<file path="src/rtl/cpu_fetch_unit.sv">
// cpu_fetch_unit
//   Instruction fetch stage feeding the CPU control FSM. Owns the program
//   counter, issues one read at a time to a synchronous program RAM,
//   registers the returned word and hands it over with valid/ready. Absolute
//   redirects from the FSM reload the PC and discard any read in flight.
//
//   Optional feature macro: FETCH_PERF_CNT_EN
//     defined   -> fetch_count / flush_count are live saturating counters
//     undefined -> both counters are tied to zero
//
// Ports
//   clk            clock, all state on posedge
//   reset          asynchronous, active-low
//   fetch_en       FSM permits new fetches
//   redirect_valid load PC from redirect_addr (highest priority)
//   redirect_addr  absolute target PC
//   mem_addr       program RAM read address (holds outside ISSUE)
//   mem_rd_en      registered one-cycle read strobe
//   mem_rdata      program RAM read data
//   instr_out      registered instruction word
//   instr_pc       address instr_out was fetched from
//   instr_valid    instr_out holds an unconsumed instruction
//   instr_ready    FSM accepts instr_out this cycle
//   fetch_count    delivered-instruction counter
//   flush_count    discarded-read counter
module cpu_fetch_unit #(
  parameter int          DATA_WIDTH  = 16,
  parameter int          ADDR_WIDTH  = 10,
  parameter int unsigned RESET_PC    = 0,
  parameter int          MEM_LATENCY = 1
) (
  input  logic                  clk,
  input  logic                  reset,
  input  logic                  fetch_en,
  input  logic                  redirect_valid,
  input  logic [ADDR_WIDTH-1:0] redirect_addr,
  output logic [ADDR_WIDTH-1:0] mem_addr,
  output logic                  mem_rd_en,
  input  logic [DATA_WIDTH-1:0] mem_rdata,
  output logic [DATA_WIDTH-1:0] instr_out,
  output logic [ADDR_WIDTH-1:0] instr_pc,
  output logic                  instr_valid,
  input  logic                  instr_ready,
  output logic [15:0]           fetch_count,
  output logic [15:0]           flush_count
);

  localparam logic [ADDR_WIDTH-1:0] PC_INIT  = ADDR_WIDTH'(RESET_PC);
  localparam logic [1:0]            LAT_LOAD = 2'(MEM_LATENCY);

  typedef enum logic [1:0] {
    ST_IDLE,
    ST_ISSUE,
    ST_WAIT,
    ST_HOLD
  } state_t;

  state_t                  state, state_next;
  logic [ADDR_WIDTH-1:0]   pc, pc_next;
  logic [1:0]              lat_cnt;
  logic                    capture;
  logic                    handshake;

  // instr_valid is only ever high in HOLD, so this is the HOLD acceptance.
  assign handshake = instr_valid && instr_ready;

  // Next-state / next-PC. A redirect overrides everything, including a
  // same-cycle handshake: the word is consumed but the PC takes the target.
  always_comb begin
    state_next = state;
    pc_next    = pc;
    capture    = 1'b0;
    if (redirect_valid) begin
      pc_next    = redirect_addr;
      state_next = fetch_en ? ST_ISSUE : ST_IDLE;
    end else begin
      case (state)
        ST_IDLE:  if (fetch_en) state_next = ST_ISSUE;
        ST_ISSUE: state_next = ST_WAIT;
        // Capture on the edge where the counter would reach zero, so the
        // WAIT state lasts exactly MEM_LATENCY cycles.
        ST_WAIT: begin
          if (lat_cnt == 2'd1) begin
            capture    = 1'b1;
            state_next = ST_HOLD;
          end
        end
        ST_HOLD: begin
          if (handshake) begin
            pc_next    = pc + ADDR_WIDTH'(1);
            state_next = fetch_en ? ST_ISSUE : ST_IDLE;
          end
        end
        default: state_next = ST_IDLE;
      endcase
    end
  end

  // The strobe and address are registered from the next state, so mem_rd_en
  // is high for exactly the cycles spent in ISSUE and never glitches.
  always_ff @(posedge clk or negedge reset) begin
    if (!reset) begin
      state       <= ST_IDLE;
      pc          <= PC_INIT;
      mem_rd_en   <= 1'b0;
      mem_addr    <= PC_INIT;
      instr_out   <= '0;
      instr_pc    <= '0;
      instr_valid <= 1'b0;
      lat_cnt     <= '0;
    end else begin
      state     <= state_next;
      pc        <= pc_next;
      mem_rd_en <= (state_next == ST_ISSUE);
      if (state_next == ST_ISSUE) mem_addr <= pc_next;

      if (state == ST_ISSUE)
        lat_cnt <= LAT_LOAD;
      else if (state == ST_WAIT && lat_cnt != 2'd0)
        lat_cnt <= lat_cnt - 2'd1;

      if (capture) begin
        instr_out <= mem_rdata;
        instr_pc  <= pc;
      end

      if (redirect_valid)
        instr_valid <= 1'b0;
      else if (capture)
        instr_valid <= 1'b1;
      else if (handshake)
        instr_valid <= 1'b0;
    end
  end

`ifdef FETCH_PERF_CNT_EN
  logic discard;

  // Only a redirect that kills a strobe or a pending response is a flush.
  assign discard = redirect_valid && (state == ST_ISSUE || state == ST_WAIT);

  always_ff @(posedge clk or negedge reset) begin
    if (!reset) begin
      fetch_count <= '0;
      flush_count <= '0;
    end else begin
      if (handshake && fetch_count != 16'hFFFF) fetch_count <= fetch_count + 16'd1;
      if (discard && flush_count != 16'hFFFF) flush_count <= flush_count + 16'd1;
    end
  end
`else
  assign fetch_count = '0;
  assign flush_count = '0;
`endif

endmodule

</file>
<file path="config.mk">
export PLATFORM = sky130hd
export DESIGN_NAME = cpu_fetch_unit
export DESIGN_NICKNAME = d
export VERILOG_FILES = /design/src/rtl/cpu_fetch_unit.sv
export SDC_FILE = /design/constraint.sdc
export NUM_CORES = 1
export LEC_CHECK = 0
export CAP_MARGIN = 40
export CELL_PAD_IN_SITES_DETAIL_PLACEMENT = 1
export CELL_PAD_IN_SITES_GLOBAL_PLACEMENT = 1
export CORE_MARGIN = 2
export CORE_UTILIZATION = 36
export CTS_CLUSTER_SIZE = 14
export DETAILED_ROUTE_END_ITERATION = 8
export GPL_ROUTABILITY_DRIVEN = 0
export PLACE_DENSITY = 0.92
export SYNTH_ARGS = -nofsm -noshare
export SYNTH_HDL_FRONTEND = slang
export SYNTH_SLANG_ARGS = --single-unit
</file>
<file path="constraint.sdc">
create_clock -name clk -period 3.41 [get_ports clk]
set_input_delay 0.5115 -clock clk [delete_from_list [all_inputs] [get_ports clk]]
set_output_delay 0.5115 -clock clk [all_outputs]
set_load 0.005 [all_outputs]
</file>
* Word level (Yosys, flattened, before mapping)
Index checks and enable logic that the tools add are counted. W data, S select, Z words.
Cells by class: add/subtract/negate cells 2, multipliers 0, div/mod/pow operators 0, order comparisons 0, eq/ne operators 5, shift-type cells 0, multiplexer cells 17, bitwise gates (word level) 0, reductions and logical operators 6
Operators with widths (count):
- $mux W10 | 3
- $mux W2 | 6
- $add A10 B1 Y10 const B | 1
- $pmux W2 S4 | 1
- $mux W1 | 7
- $eq A2 B1 Y1 const B | 3
- $eq A2 B2 Y1 const B | 2
- $reduce_bool A2 Y1 | 2
- $reduce_bool A3 Y1 | 1
- $logic_and A1 B1 Y1 | 2
- $logic_not A2 Y1 | 1
- $sub A2 B1 Y2 const B | 1
Word-level totals: flip-flop bits (word level) 52, bits in latches 0, bits in writable memories 0, ROM bits 0, logic and storage cells 38, memories 0

* Logic depth before layout (Yosys ltp)
word-level depth 6, depth in mapped cells 7, depth with buffers taken out 5

* Least setup slack after synthesis
No wires, ideal clock.
path type input to register, start point input redirect_valid, end point register instr_out[10], setup time 0.125 ns, arrival time 1.583 ns, required time 3.285 ns, slack 1.702 ns, stages on the path 5, buffers on the path 3, cells stage by stage buf_6 > nor4bb_1 > buf_2 > buf_4 > mux2_2
On the way: cells in the longest elaborated chain, start to end 1
RTL lines:
- start, declared | RTL line 35 | input logic redirect_valid,
- $mux W1 | RTL line 73 | if (redirect_valid) begin
- end signal, assigned | RTL line 123 | instr_out <= mem_rdata;
- end, declared | RTL line 40 | output logic [DATA_WIDTH-1:0] instr_out,
Every way passes these cells. A chain may end at the register's enable or synchronous reset.

* Final worst setup path
start point input redirect_valid, end point register mem_addr[8]
On the way: cells in the longest elaborated chain, start to end 2
RTL lines:
- $mux W2 | RTL line 73
- $eq A2 B1 Y1 | RTL line 115 | if (state_next == ST_ISSUE) mem_addr <= pc_next;
- end signal, assigned | RTL line 115
- end, declared | RTL line 37 | output logic [ADDR_WIDTH-1:0] mem_addr,
Parallel ways exist; a longest one is shown, timed or not.

==> reports/metrics.yaml <==
outcome:
  status: "finished clean"
clock_network:
  clk_pin_slew_ns: 0.10
  holdBufCountCts: 0
  cts_buffers: 5
  post_cts_buffers: 0
  cts_buffer_depth: 2
  ctsResizeCount: 0
  clock-sinks: 52
  clockRootBuffer: "clkbuf_8"
  tritoncts: "built"
  clk_latency_ns: 0.30
  cts.htree.levels: 2
finish:
  n_antenna_cell: 0
  drive_gt1_frac: 0.1713
  final_common_cell: "clkdlybuf4s50_1"
  syn2layout_area_growth_pct: 28.54
  final_cell_mix: "clkdlybuf4s50_1, dfrtp_1, conb_1, mux2_2, nor2_1"
  nNetsFinal: 319
  fin_util: 0.4840
floorplan:
  dieWidth_um: 88.76
  rows: 30
  num_io_pins: 101
  start_util: 0.3765
  die_y_um: 88.76
  core_area_um2: 6869
  die_area_um2: 7878
setup_path:
  cp_top_family: "buffers and inverters"
  path_cells: "clkdlybuf4s50_1 > o31ai_4 > inv_2 > mux2_4"
  start_kind: "input pin"
  ff2ff_path_depth: 4
  crit_path_max_incr_delay_ns: 0.72
  r2r_slack_ns: 1.46
  reg2reg_from: "state[0]"
  crit_type: "input pin to register"
  worstPathRequired_ns: 3.60
  slowest_stage: "clkdlybuf4s50_1"
  path_max_fanout: 15
  worstPathArrival_ns: 2.43
  setup.worst_path.start: "redirect_valid"
  path_depth: 4
  worstPathBufferInverterCount: 2
  crit_path_end_kind: "register"
timing:
  setup_tns_ns: 0
  worst_slew_pin_slew_ns: 0.7611
  fin_crit_ns: 2.238
  fmax_mhz: 446.8
  hold_viol: 0
  slew-limit-headroom: 0.4926
  setup_viol: 0
  fin_worst_skew_ns: 0.005864
  rsz0062_at_grt: "false"
  period_share: 0.6564
  slew_violations: 0
logic_synthesis:
  ys_seq_elements: 52
  synth_area_leaders: "dfrtp_1, mux2_2, buf_4"
  synth_edf_count: 0
  yosysWarnings: 0
  ys_async_sr_fraction: 1.000
  postSynthAreaPerCell_um2: 11.81
  syn_inst: 219
  syn-cell-area_um2: 2586
  synth_cell_types: 44
  yosys.area.top_type: "dfrtp_1"
  synth_ff_type: "dfrtp_1"
  yosysTopAreaCellShare: 0.5031
  yosysSeqAreaShare: 0.5031
power_and_ir_drop:
  p_clk_frac: 0.195
  seqPwrFrac: 0.443
  cellInternalPower_w: 0.001577
  power.density_nw_per_um2: 652.5
  leakage_nw: 1.420
  p_sw_w: 0.0005922
  switching_share: 0.2730
  peakVddDrop_mv: 0.2718
  combPwrFrac: 0.362
routing:
  num_vias: 1802
  viasPerCell: 4.717
  drtIter0Drc: 87
  dr.pass1.iters: 4
  drc_errors: 0
  routedWlPerCell_um: 15.06
  wl_mm: 5.752
  ant_nets: 0
grt:
  grt_usage: 0.1533
  grt_pass1_vias: 1862
  grt-ovfl-total: 0
  grt_max_degree: 35
  antenna_found_initial: 0
  grt_pass1_wl_mm: 9.190
place:
  post-dp-hpwl_mm: 4.279
  io_buffers: 68
hold_path:
  min_path_type: "input pin to async pin"
job:
  cap_violations: 0
through the flow:
stage,instance area [um2],setup slack (ns),power (W),instances,hold slack (ns)
after floorplan,2703,1.702,0.001292,250,0.2159
after global placement,3213,0.9441,0.001730,374,0.4667
after detailed placement,3213,0.8543,0.001775,374,0.4798
after CTS,3324,1.156,0.002211,382,0.3017
after global routing,3324,1.079,0.002325,382,0.3271
final,3324,1.172,0.002169,382,0.2746
power by group through the flow:
stage | clock network (W) | logic (W) | registers, W
global placement | 0 | 0.000766 | 0.000964
CTS | 0.000443 | 0.000801 | 0.000967
detailed placement | 0 | 0.000798 | 0.000977
finish | 0.000424 | 0.000784 | 0.000961
global route | 0.000466 | 0.000861 | 0.000998
floorplan | 0 | 0.000336 | 0.000957
worst register-to-register path, cell delays in order, from the launching register on:
cell and delay [ns]:
dfrtp_1 0.52, and4_4 0.28, o31ai_4 0.52, inv_2 0.20, mux2_4 0.33
Yosys cell counts (2+ instances only):
| master | instances |
|---|---|
| dfrtp_1 | 52 |
| buf_4 | 36 |
| mux2_2 | 30 |
| nor2_1 | 15 |
| nand2_1 | 9 |
| a21oi_1 | 5 |
| nor3_1 | 5 |
| o21ai_0 | 5 |
| o31ai_1 | 5 |
| inv_1 | 4 |
| buf_2 | 3 |
| buf_6 | 3 |
| ha_1 | 3 |
| mux2i_1 | 3 |
| nor4_1 | 3 |
| o31a_1 | 3 |
| a31oi_1 | 2 |
| and3_1 | 2 |
| nand2b_1 | 2 |
| nand3_1 | 2 |
| nand4_2 | 2 |
| nor4b_1 | 2 |
| xnor2_1 | 2 |
kinds of logic after synthesis:
group	count (synthesis)	synth area share
other cells	1	0.001450
xor+xnor	3	0.01016
simple gates	52	0.1176
compound gates	26	0.07306
flops	52	0.5031
buf+inv	48	0.1321
fa+ha+maj	3	0.01452
mux	34	0.1480
final timing paths:
| kind | to |
|---|---|
| max in group asynchronous | mem_addr[4] |
| worst max register to register | mem_addr[8] |
| worst min register to register | mem_addr[5] |
| min in group clk | mem_addr[5] |
| worst max-delay path | mem_addr[8] |
| worst min-delay path | mem_addr[7] |
flip-flops by register name, summed over array words and instances, names as in the netlist:
name	flops
mem_addr	10
instr_valid	1
mem_rd_en	1
pc	10
lat_cnt	2
instr_out	16
instr_pc	10
state	2
metal layers:
| metal | GRT usage | vias to the layer above | share of wire |
|---|---|---|---|
| li1 | - | 835 | - |
| met1 | 0.1963 | 903 | 0.43 |
| met2 | 0.2632 | 58 | 0.52 |
| met3 | 0.02519 | 6 | 0.041 |
| met4 | 0.05096 | 0 | 0.011 |
| met5 | 0 | - | 0 |
final cells by class:
cell class                      count  area [um2]
Clock buffer                        6       72.57
Clock inverter                      2       38.79
Fill cell                         738        3545
Inverter                            5       18.77
Multi-Input combinational cell    150        1075
Sequential cell                    52        1301
Tap cell                           96       120.1
Timing Repair Buffer               71       698.2
Power figures use the tool's default switching activity.
